$ cat src/rtl/alu_reservation_station_pkg.sv
// Shared types for the ALU reservation station: ALU control word, 64-bit data word,
// and the per-entry operand/entry records held in the issue queue.
package alu_reservation_station_pkg;

  localparam int RS_DEPTH = 4;
  localparam int RS_TAG_W = 4;

  typedef logic [63:0] MemoryWord;

  typedef enum logic [3:0] {
    ALU_ADD = 4'd0,
    ALU_SUB = 4'd1,
    ALU_AND = 4'd2,
    ALU_OR  = 4'd3,
    ALU_XOR = 4'd4,
    ALU_SLL = 4'd5,
    ALU_SRL = 4'd6,
    ALU_SRA = 4'd7,
    ALU_SLT = 4'd8
  } aluop_e;

  typedef struct packed {
    aluop_e aluop;
    logic   usign;
  } control_bits;

  typedef struct packed {
    logic                rdy;
    logic [RS_TAG_W-1:0] tag;
    MemoryWord           val;
  } rs_operand_t;

  typedef struct packed {
    logic                valid;
    control_bits         ctrl;
    logic [RS_TAG_W-1:0] dest;
    rs_operand_t         a;
    rs_operand_t         b;
  } rs_entry_t;

endpackage

$ cat src/rtl/alu_reservation_station_if.sv
// Dispatch, result-broadcast and issue signals between dispatch/CDB/ALU and the reservation station.
interface alu_reservation_station_if
  import alu_reservation_station_pkg::*;
#(
  parameter int DEPTH = RS_DEPTH,
  parameter int TAG_W = RS_TAG_W
);
  localparam int CW = $clog2(DEPTH + 1);

  logic             flush;
  logic             disp_valid;
  logic             disp_ready;
  control_bits      disp_ctrl;
  logic [TAG_W-1:0] disp_dest_tag;
  logic             disp_a_rdy;
  logic [TAG_W-1:0] disp_a_tag;
  MemoryWord        disp_a_val;
  logic             disp_b_rdy;
  logic [TAG_W-1:0] disp_b_tag;
  MemoryWord        disp_b_val;
  logic             cdb_valid;
  logic [TAG_W-1:0] cdb_tag;
  MemoryWord        cdb_value;
  logic             iss_valid;
  logic             iss_ready;
  control_bits      iss_ctrl;
  MemoryWord        iss_sourceA;
  MemoryWord        iss_sourceB;
  logic [TAG_W-1:0] iss_dest_tag;
  logic [CW-1:0]    count;

  modport slave (
    input  flush, disp_valid, disp_ctrl, disp_dest_tag,
           disp_a_rdy, disp_a_tag, disp_a_val, disp_b_rdy, disp_b_tag, disp_b_val,
           cdb_valid, cdb_tag, cdb_value, iss_ready,
    output disp_ready, iss_valid, iss_ctrl, iss_sourceA, iss_sourceB, iss_dest_tag, count
  );

  modport master (
    output flush, disp_valid, disp_ctrl, disp_dest_tag,
           disp_a_rdy, disp_a_tag, disp_a_val, disp_b_rdy, disp_b_tag, disp_b_val,
           cdb_valid, cdb_tag, cdb_value, iss_ready,
    input  disp_ready, iss_valid, iss_ctrl, iss_sourceA, iss_sourceB, iss_dest_tag, count
  );

endinterface

$ cat src/rtl/alu_reservation_station_wakeup.sv
// Combinational CDB tag match for one operand: a waiting operand whose producer tag is
// broadcast captures the value and becomes ready.
module rs_operand_wakeup
  import alu_reservation_station_pkg::*;
(
  input  rs_operand_t         op_i,
  input  logic                cdb_valid_i,
  input  logic [RS_TAG_W-1:0] cdb_tag_i,
  input  MemoryWord           cdb_value_i,
  output rs_operand_t         op_o
);

  always_comb begin
    op_o = op_i;
    if (cdb_valid_i && !op_i.rdy && (op_i.tag == cdb_tag_i)) begin
      op_o.rdy = 1'b1;
      op_o.val = cdb_value_i;
    end
  end

endmodule

$ cat src/rtl/alu_reservation_station.sv
// Collapsing-queue reservation station in front of the integer ALU: slot 0 is the oldest entry,
// operands wake up from the CDB and the oldest fully-ready entry is offered to the ALU.
module alu_reservation_station
  import alu_reservation_station_pkg::*;
#(
  parameter int DEPTH = RS_DEPTH,
  parameter int TAG_W = RS_TAG_W
)
(
  input logic                      clk,
  input logic                      reset,
  alu_reservation_station_if.slave rs
);

  localparam int CW = $clog2(DEPTH + 1);

  rs_entry_t        ent_q [DEPTH];
  rs_entry_t        ent_d [DEPTH];
  rs_entry_t        nxt   [DEPTH+1];
  rs_operand_t      woke_a [DEPTH];
  rs_operand_t      woke_b [DEPTH];
  rs_operand_t      disp_a, disp_b, disp_a_w, disp_b_w;
  rs_entry_t        disp_e;
  logic [CW-1:0]    count_q, count_d, wr_slot;
  logic [DEPTH-1:0] shift_mask;
  logic [TAG_W-1:0] cdb_tag;
  logic             iss_valid, issue, disp_ready, disp_fire;
  control_bits      iss_ctrl;
  MemoryWord        iss_a, iss_b;
  logic [TAG_W-1:0] iss_dest;

  assign cdb_tag = rs.cdb_tag;

  for (genvar i = 0; i < DEPTH; i++) begin : g_wake
    rs_operand_wakeup u_wake_a (
      .op_i(ent_q[i].a), .cdb_valid_i(rs.cdb_valid), .cdb_tag_i(cdb_tag),
      .cdb_value_i(rs.cdb_value), .op_o(woke_a[i])
    );
    rs_operand_wakeup u_wake_b (
      .op_i(ent_q[i].b), .cdb_valid_i(rs.cdb_valid), .cdb_tag_i(cdb_tag),
      .cdb_value_i(rs.cdb_value), .op_o(woke_b[i])
    );
  end

  always_comb begin
    disp_a     = '0;
    disp_a.rdy = rs.disp_a_rdy;
    disp_a.tag = rs.disp_a_tag;
    disp_a.val = rs.disp_a_val;
    disp_b     = '0;
    disp_b.rdy = rs.disp_b_rdy;
    disp_b.tag = rs.disp_b_tag;
    disp_b.val = rs.disp_b_val;
  end

  // An operand arriving with the very tag being broadcast this cycle must not miss it.
  rs_operand_wakeup u_bypass_a (
    .op_i(disp_a), .cdb_valid_i(rs.cdb_valid), .cdb_tag_i(cdb_tag),
    .cdb_value_i(rs.cdb_value), .op_o(disp_a_w)
  );
  rs_operand_wakeup u_bypass_b (
    .op_i(disp_b), .cdb_valid_i(rs.cdb_valid), .cdb_tag_i(cdb_tag),
    .cdb_value_i(rs.cdb_value), .op_o(disp_b_w)
  );

  // Oldest-ready select; shift_mask marks the chosen slot and everything younger.
  always_comb begin
    iss_valid  = 1'b0;
    iss_ctrl   = '0;
    iss_a      = '0;
    iss_b      = '0;
    iss_dest   = '0;
    shift_mask = '0;
    for (int i = 0; i < DEPTH; i++) begin
      if (!iss_valid && ent_q[i].valid && ent_q[i].a.rdy && ent_q[i].b.rdy) begin
        iss_valid = 1'b1;
        iss_ctrl  = ent_q[i].ctrl;
        iss_a     = ent_q[i].a.val;
        iss_b     = ent_q[i].b.val;
        iss_dest  = ent_q[i].dest;
      end
      shift_mask[i] = iss_valid;
    end
  end

  assign disp_ready = (count_q < CW'(DEPTH));
  assign disp_fire  = rs.disp_valid && disp_ready;
  assign issue      = iss_valid && rs.iss_ready;
  assign wr_slot    = count_q - CW'(issue);

  always_comb begin
    disp_e       = '0;
    disp_e.valid = 1'b1;
    disp_e.ctrl  = rs.disp_ctrl;
    disp_e.dest  = rs.disp_dest_tag;
    disp_e.a     = disp_a_w;
    disp_e.b     = disp_b_w;
  end

  always_comb begin
    for (int i = 0; i < DEPTH; i++) begin
      nxt[i]   = ent_q[i];
      nxt[i].a = woke_a[i];
      nxt[i].b = woke_b[i];
    end
    nxt[DEPTH] = '0;
    for (int i = 0; i < DEPTH; i++) begin
      ent_d[i] = (issue && shift_mask[i]) ? nxt[i+1] : nxt[i];
    end
    if (disp_fire) begin
      for (int i = 0; i < DEPTH; i++) begin
        if (CW'(i) == wr_slot) ent_d[i] = disp_e;
      end
    end
    if (rs.flush) begin
      for (int i = 0; i < DEPTH; i++) ent_d[i].valid = 1'b0;
    end
  end

  always_comb begin
    count_d = count_q + CW'(disp_fire) - CW'(issue);
    if (rs.flush) count_d = '0;
  end

  always_ff @(posedge clk or posedge reset) begin
    if (reset) begin
      count_q <= '0;
      for (int i = 0; i < DEPTH; i++) ent_q[i] <= '0;
    end else begin
      count_q <= count_d;
      ent_q   <= ent_d;
    end
  end

  assign rs.disp_ready   = disp_ready;
  assign rs.iss_valid    = iss_valid;
  assign rs.iss_ctrl     = iss_ctrl;
  assign rs.iss_sourceA  = iss_a;
  assign rs.iss_sourceB  = iss_b;
  assign rs.iss_dest_tag = iss_dest;
  assign rs.count        = count_q;

endmodule

$ cat src/flat_wrapper.sv
// flat-port wrapper written by rule: the top's interface ports become plain ports
module alu_reservation_station_flat import alu_reservation_station_pkg::*;
#(
  parameter int DEPTH = RS_DEPTH,
  parameter int TAG_W = RS_TAG_W
)
  (clk, reset, rs_flush, rs_disp_valid, rs_disp_ctrl, rs_disp_dest_tag, rs_disp_a_rdy, rs_disp_a_tag, rs_disp_a_val, rs_disp_b_rdy, rs_disp_b_tag, rs_disp_b_val, rs_cdb_valid, rs_cdb_tag, rs_cdb_value, rs_iss_ready, rs_disp_ready, rs_iss_valid, rs_iss_ctrl, rs_iss_sourceA, rs_iss_sourceB, rs_iss_dest_tag, rs_count);
  alu_reservation_station_if #(.DEPTH(DEPTH), .TAG_W(TAG_W)) rs_i ();
  input logic clk;
  input logic reset;
  input wire logic [$bits(rs_i.flush)-1:0] rs_flush;
  input wire logic [$bits(rs_i.disp_valid)-1:0] rs_disp_valid;
  input wire logic [$bits(rs_i.disp_ctrl)-1:0] rs_disp_ctrl;
  input wire logic [$bits(rs_i.disp_dest_tag)-1:0] rs_disp_dest_tag;
  input wire logic [$bits(rs_i.disp_a_rdy)-1:0] rs_disp_a_rdy;
  input wire logic [$bits(rs_i.disp_a_tag)-1:0] rs_disp_a_tag;
  input wire logic [$bits(rs_i.disp_a_val)-1:0] rs_disp_a_val;
  input wire logic [$bits(rs_i.disp_b_rdy)-1:0] rs_disp_b_rdy;
  input wire logic [$bits(rs_i.disp_b_tag)-1:0] rs_disp_b_tag;
  input wire logic [$bits(rs_i.disp_b_val)-1:0] rs_disp_b_val;
  input wire logic [$bits(rs_i.cdb_valid)-1:0] rs_cdb_valid;
  input wire logic [$bits(rs_i.cdb_tag)-1:0] rs_cdb_tag;
  input wire logic [$bits(rs_i.cdb_value)-1:0] rs_cdb_value;
  input wire logic [$bits(rs_i.iss_ready)-1:0] rs_iss_ready;
  output wire logic [$bits(rs_i.disp_ready)-1:0] rs_disp_ready;
  output wire logic [$bits(rs_i.iss_valid)-1:0] rs_iss_valid;
  output wire logic [$bits(rs_i.iss_ctrl)-1:0] rs_iss_ctrl;
  output wire logic [$bits(rs_i.iss_sourceA)-1:0] rs_iss_sourceA;
  output wire logic [$bits(rs_i.iss_sourceB)-1:0] rs_iss_sourceB;
  output wire logic [$bits(rs_i.iss_dest_tag)-1:0] rs_iss_dest_tag;
  output wire logic [$bits(rs_i.count)-1:0] rs_count;
  assign rs_i.flush = rs_flush;
  assign rs_i.disp_valid = rs_disp_valid;
  assign rs_i.disp_ctrl = rs_disp_ctrl;
  assign rs_i.disp_dest_tag = rs_disp_dest_tag;
  assign rs_i.disp_a_rdy = rs_disp_a_rdy;
  assign rs_i.disp_a_tag = rs_disp_a_tag;
  assign rs_i.disp_a_val = rs_disp_a_val;
  assign rs_i.disp_b_rdy = rs_disp_b_rdy;
  assign rs_i.disp_b_tag = rs_disp_b_tag;
  assign rs_i.disp_b_val = rs_disp_b_val;
  assign rs_i.cdb_valid = rs_cdb_valid;
  assign rs_i.cdb_tag = rs_cdb_tag;
  assign rs_i.cdb_value = rs_cdb_value;
  assign rs_i.iss_ready = rs_iss_ready;
  assign rs_disp_ready = rs_i.disp_ready;
  assign rs_iss_valid = rs_i.iss_valid;
  assign rs_iss_ctrl = rs_i.iss_ctrl;
  assign rs_iss_sourceA = rs_i.iss_sourceA;
  assign rs_iss_sourceB = rs_i.iss_sourceB;
  assign rs_iss_dest_tag = rs_i.iss_dest_tag;
  assign rs_count = rs_i.count;
  alu_reservation_station #(.DEPTH(DEPTH), .TAG_W(TAG_W)) u_core (.clk(clk), .reset(reset), .rs(rs_i));
endmodule
$ cat config.mk
export PLATFORM = sky130hd
export DESIGN_NAME = alu_reservation_station_flat
export DESIGN_NICKNAME = d
export VERILOG_FILES = /design/src/rtl/alu_reservation_station_pkg.sv /design/src/rtl/alu_reservation_station_if.sv /design/src/rtl/alu_reservation_station_wakeup.sv /design/src/rtl/alu_reservation_station.sv /design/src/flat_wrapper.sv
export SDC_FILE = /design/constraint.sdc
export NUM_CORES = 2
export LEC_CHECK = 0
export CAP_MARGIN = 5
export CORE_ASPECT_RATIO = 0.5
export CORE_MARGIN = 2
export CORE_UTILIZATION = 59
export CTS_CLUSTER_SIZE = 24
export DETAILED_ROUTE_END_ITERATION = 12
export PLACE_DENSITY_LB_ADDON = 0.2
export SLEW_MARGIN = 15
export SYNTH_ARGS = -nofsm -noshare
export SYNTH_HDL_FRONTEND = slang
export SYNTH_HIERARCHICAL = 1
export SYNTH_SLANG_ARGS = --single-unit
export TNS_END_PERCENT = 50
$ cat constraint.sdc
create_clock -name clk -period 28.5 [get_ports clk]
set_input_delay 5.7 -clock clk [delete_from_list [all_inputs] [get_ports clk]]
set_output_delay 5.7 -clock clk [all_outputs]
set_load 0.05 [all_outputs]
# Yosys cells after proc, flatten, opt, wreduce, memory -nomap -nowiden
# Index checks and enable logic that the tools add are counted.
[totals]
inputBits = 221
word_cells = 163
output_inout_bits = 142
reg_bits = 595
[op_classes]
magnitude_cmp = 1
eq_ne = 13
mux = 54
n_reduce_logical = 51
addsub = 3
[op_table]
columns = ["operator", "n"]
rows = [
  ["$mux W148", 8],
  ["$mux W64", 18],
  ["$mux W592", 1],
  ["$eq A4 B4 Y1", 10],
  ["$logic_and A1 B1 Y1", 37],
  ["$mux W5", 4],
  ["$mux W1", 18],
  ["$mux W4", 4],
  ["$logic_not A1 Y1", 13],
  ["$eq A2 B3 Y1 const A", 2],
  ["$sub A3 B1 Y3", 2],
  ["$add A3 B1 Y3", 1],
  ["$eq A1 B3 Y1 const A", 1],
  ["$logic_not A3 Y1", 1],
  ["$lt A3 B3 Y1 const B", 1],
  ["$mux W3", 1],
]

# Depth between registers and ports, before layout
[depth]
word_depth = 24
depth_mapped = 12
mapped_depth_nobuf = 8

# Cells and area by module
# The synthesis kept the hierarchy.
[by_module_without_submodules]
columns = ["module", "instances", "cells_per_inst", "seq_area_each_um2", "area_per_inst_um2"]
rows = [
  ["alu_reservation_station", 1, 2835, 14889.3, 29445.7],
  ["rs_operand_wakeup", 10, 82, 0.0, 1058.5],
]

# Worst setup path before layout
# OpenSTA, ideal clock, no wires.
[synth_timing]
kind = "register -> output"
start = "register u_core/ent_q[591] in the netlist's numbering"
end = "output rs_iss_ctrl[0]"
setup_slack_ns = 20.274
path_stages_with_launch = 9
t_arrival_ns = 2.526
path_buffers = 4
required_ns = 22.800
path_cell_list = "dfrtp_1 > and3_1 > buf_2 > or3_1 > clkbuf_1 > nor2_1 > clkbuf_1 > buf_1 > a221o_1"
[synth_via]
elab_chain_len = 18
word_cells_on_any_way = 21
classes_between = "7 x mux; 14 x reduce/logical"
[synth_lines]
columns = ["element", "line_no", "source"]
rows = [
  ["from (decl)", "alu_reservation_station.sv:17", "rs_entry_t ent_q [DEPTH];"],
  ["from (signal assigned)", "alu_reservation_station.sv:131", "ent_q <= ent_d;"],
  ["$logic_and A1 B1 Y1 * (2 in a row)", "alu_reservation_station.sv:75", "if (!iss_valid && ent_q[i].valid && ent_q[i].a.rdy && ent_q[i].b.rdy) begin"],
  ["$mux W1", "alu_reservation_station.sv:75", ""],
  ["$logic_not A1 Y1", "alu_reservation_station.sv:75", ""],
  ["$logic_and A1 B1 Y1 (3 in a row)", "alu_reservation_station.sv:75", ""],
  ["$mux W1", "alu_reservation_station.sv:75", ""],
  ["$logic_not A1 Y1", "alu_reservation_station.sv:75", ""],
  ["$logic_and A1 B1 Y1 (3 in a row)", "alu_reservation_station.sv:75", ""],
  ["$mux W1", "alu_reservation_station.sv:75", ""],
  ["$logic_not A1 Y1", "alu_reservation_station.sv:75", ""],
  ["$logic_and A1 B1 Y1 (3 in a row)", "alu_reservation_station.sv:75", ""],
  ["$mux W5 *", "alu_reservation_station.sv:75", ""],
  ["to (decl)", "flat_wrapper.sv:27", "output wire logic [$bits(rs_i.iss_ctrl)-1:0] rs_iss_ctrl;"],
]
# Every way passes the cells marked *; elsewhere a longest branch is shown, timed or not.

# Worst setup path in the final report
[layout_timing]
start = "register u_core/ent_q[581] in the netlist's numbering"
end = "output rs_iss_sourceA[12]"
[layout_via]
elab_chain_len = 18
word_cells_on_any_way = 21
classes_between = "7 x mux; 14 x reduce/logical"
[layout_lines]
columns = ["element", "line_no", "source"]
rows = [
  ["$logic_and A1 B1 Y1 * (2 in a row)", "alu_reservation_station.sv:75", ""],
  ["$mux W1", "alu_reservation_station.sv:75", ""],
  ["$logic_not A1 Y1", "alu_reservation_station.sv:75", ""],
  ["$logic_and A1 B1 Y1 (3 in a row)", "alu_reservation_station.sv:75", ""],
  ["$mux W1", "alu_reservation_station.sv:75", ""],
  ["$logic_not A1 Y1", "alu_reservation_station.sv:75", ""],
  ["$logic_and A1 B1 Y1 (3 in a row)", "alu_reservation_station.sv:75", ""],
  ["$mux W1", "alu_reservation_station.sv:75", ""],
  ["$logic_not A1 Y1", "alu_reservation_station.sv:75", ""],
  ["$logic_and A1 B1 Y1 (3 in a row)", "alu_reservation_station.sv:75", ""],
  ["$mux W64 *", "alu_reservation_station.sv:75", ""],
  ["to (decl)", "flat_wrapper.sv:28", "output wire logic [$bits(rs_i.iss_sourceA)-1:0] rs_iss_sourceA;"],
]
# Marked as above.

==> impl_metrics.toml <==
[status]
status = "completed"

[critical_path]
critPathRequiredTime_ns = 22.80
setup.worst_path.end_class = "primary output"
rr_worst_depth = 10
critPathArrivalTime_ns = 5.32
r2r_slack_ns = 22.50
crit_path_max_fanout = 69
path_class = "register to primary output"
startpoint_type = "register"
crit_path_end = "rs_iss_sourceA[12]"
rr_endpoint = "u_core/ent_q[179]"
crit_start = "u_core/ent_q[581]"
r2r-start = "u_core/ent_q[443]"

[clock_network]
ctsResizeCount = 0
worstSkewPairLatency_ns = 0.64
tritoncts = "built"
postCtsSetupBuffers = 0
numCtsBuffers = 56
clock-root-buffer = "clkbuf_16"
clock-sinks = 595
holdBufCountCts = 0
cts_buffer_depth = 3
path_clk_slew_ns = 0.06
htreeDepth = 2

[place]
port_buffers = 362
hpwl_mm = 72.4
gp_congestion = 0.838

[die]
placementRows = 67
die_x_um = 372
io_pins = 363
die_y_um = 188
fp.coreArea_um2 = 67100
die_area_um2 = 70100
start_util_pct = 59.7

[yosys]
synth_seq_area_share_pct = 37.2
yosysTopAreaCell = "dfrtp_1"
avgSynthCellArea_um2 = 11.0
synth_nets = 3879
synth_area_leaders = "dfrtp_1 37%, mux2_4 18%, mux2i_1 11%"
yosysMostFrequentCell = "dfrtp_1"
synth-seq-cells = 595
synth_common_cells = "595 x dfrtp_1, 490 x mux2_4, 444 x nand3_1"
async_flop_share_pct = 100
yosysTopAreaCellShare_pct = 37.2
synth-edff-count = 0
syn_area_um2 = 40000
ys.flop_type = "dfrtp_1"
ys_types = 34
synthCells = 3655
ys_warn_count = 6

[global_route]
grt_max_degree = 189
grt_pass1_vias = 34000
overflow = 0
gr-usage-all-layers_pct = 37.2
grt_antenna_before_repair = 12
grt_pass1_wl_mm = 204

[timing]
setup_viol = 0
skew_ns = 0.0103
drv_slew = 0
period_share_pct = 38.7
timing.setup.tns_ns = 0
finalHoldViolations = 0
fmax_mhz = 90.8
layout_min_cycle_time_ns = 11.02
rsz0062_at_grt = "no"
worst_pin_slew_ns = 1.22
relSlewSlack_pct = 18.7
timing.hold.ws_ns = 0.543

[hold_path]
hp-class = "register to register"

[detailed_routing]
vias = 33100
drtPass1Iterations = 6
wl_per_cell_um = 28.7
drc = 0
routed_wl_mm = 134
post_drt_via_cell_ratio = 7.07
ant_nets = 0
drt_iter0_drc = 3961

[final_layout]
synthToLayoutAreaGrowth_pct = 13.2
fillCellCount = 5148
drive_gt1_share_pct = 21.6
num-nets-final = 3952

[power_and_ir_drop]
p_per_area_nw_per_um2 = 96.7
seqPwrFrac_pct = 34.0
vdd_drop_max_mv = 0.103
sw_frac_of_total_pct = 38.8
comb_power_share_pct = 46.9
clockPowerShare_pct = 19.0
leakage_nw = 23.0
power_switching_mw = 1.70
power.internal_mw = 2.68

[job]
drv_cap = 0
logic make-up (layout without fill, tap and decap cells):
| family | after synthesis | after routing | share of synthesized area [%] |
|---|---|---|---|
| xor gates and xnor gates | 45 | 45 | 1.00 |
| buffers and inverters | 415 | 530 | 5.44 |
| adders and majority gates | 3 | 3 | 0.113 |
| AOI/OAI and AO/OA | 874 | 874 | 14.9 |
| DFF | 595 | 595 | 37.2 |
| muxes | 1081 | 1081 | 33.6 |
| other | 0 | 10 | 0 |
| and+or+nand+nor | 642 | 642 | 7.70 |
per-layer routing:
metal,track usage [%],vias to the layer above,wire length (µm)
met5,0,-,16
met4,18.0,2,5900
met3,5.86,355,12400
met2,58.8,2060,62700
met1,50.2,16800,53300
li1,-,13900,-
flip-flops by register name, summed over array words and instances, names as in the netlist:
signal,flops
u_core/ent_q,592
u_core/rs.count,3
cell type report:
type / count / area, µm² / area share (%)
clock inverters: 17 / 264 / 0.583
well taps: 897 / 1120 / 2.48
repair buffers: 426 / 4180 / 9.23
flip-flops and latches: 595 / 14900 / 32.9
diodes: 10 / 25.0 / 0.0552
multi-input cells: 2645 / 23100 / 51.0
clock buffers: 83 / 1710 / 3.78
inverters: 4 / 22.5 / 0.0497
placed cells by master (no fill, tap or decap), types with 2 or more instances in the layout:
cell type / instances
or3_1: 2
a22o_1: 147
xor2_1: 32
a221o_1: 136
nand2b_1: 14
clkdlybuf4s50_1: 362
and3_4: 2
nand3_1: 444
nor2_4: 6
xnor2_1: 11
nand4b_1: 10
inv_1: 3
diode_2: 10
nand2_1: 6
clkbuf_8: 19
ha_1: 2
mux2_4: 490
bufinv_16: 7
o21ai_1: 135
nor3_1: 10
buf_12: 6
and3_1: 2
mux2i_1: 441
o21ai_0: 310
mux2_2: 150
nand2_4: 2
clkinv_2: 9
nor2_1: 141
clkbuf_1: 7
dfrtp_1: 595
a22oi_1: 137
a21oi_1: 6
buf_4: 58
clkbuf_16: 57
power groups by stage:
stage	logic (mW)	clock network (mW)	registers, mW
after floorplan	1.57	0	1.42
after global placement	1.95	0	1.47
after detailed placement	2.00	0	1.50
after CTS	2.01	0.838	1.48
after global routing	2.18	0.874	1.53
final	2.06	0.834	1.49
worst min-delay path by stage:
stage                                 start                end  slack [ns]  cells past startpoint
after detailed placement  u_core/ent_q[145]  u_core/ent_q[145]        0.53                      1
final                     u_core/ent_q[145]  u_core/ent_q[145]        0.54                      1
after global routing      u_core/ent_q[145]  u_core/ent_q[145]        0.56                      1
after global placement    u_core/ent_q[145]  u_core/ent_q[145]        0.52                      1
after floorplan           u_core/ent_q[138]  u_core/ent_q[138]        0.50                      1
after CTS                 u_core/ent_q[145]  u_core/ent_q[145]        0.55                      1
critical path, cell delays in order (launching register included):
cell and delay [ns]:
dfrtp_1 0.39, and3_4 0.44, or3_1 0.56, nor2_4 0.11, buf_4 0.88, buf_4 0.98
a221o_1 0.38, clkdlybuf4s50_1 0.84
per-stage QoR:
stage / worst slack (ns) / power (mW) / std cells / area, µm² / util, %
2_1_floorplan: 6.15 / 2.99 / 3655 / 40000 / -
3_3_place_gp: 18.24 / 3.43 / 4567 / 43300 / 64.6
3_5_place_dp: 18.12 / 3.50 / 4567 / 43300 / 64.6
4_1_cts: 17.62 / 4.33 / 4667 / 45300 / 67.5
5_1_grt: 17.48 / 4.58 / 4677 / 45300 / 67.5
6_report: 17.48 / 4.38 / 4677 / 45300 / 67.5
(Power assumes the default switching activity.)
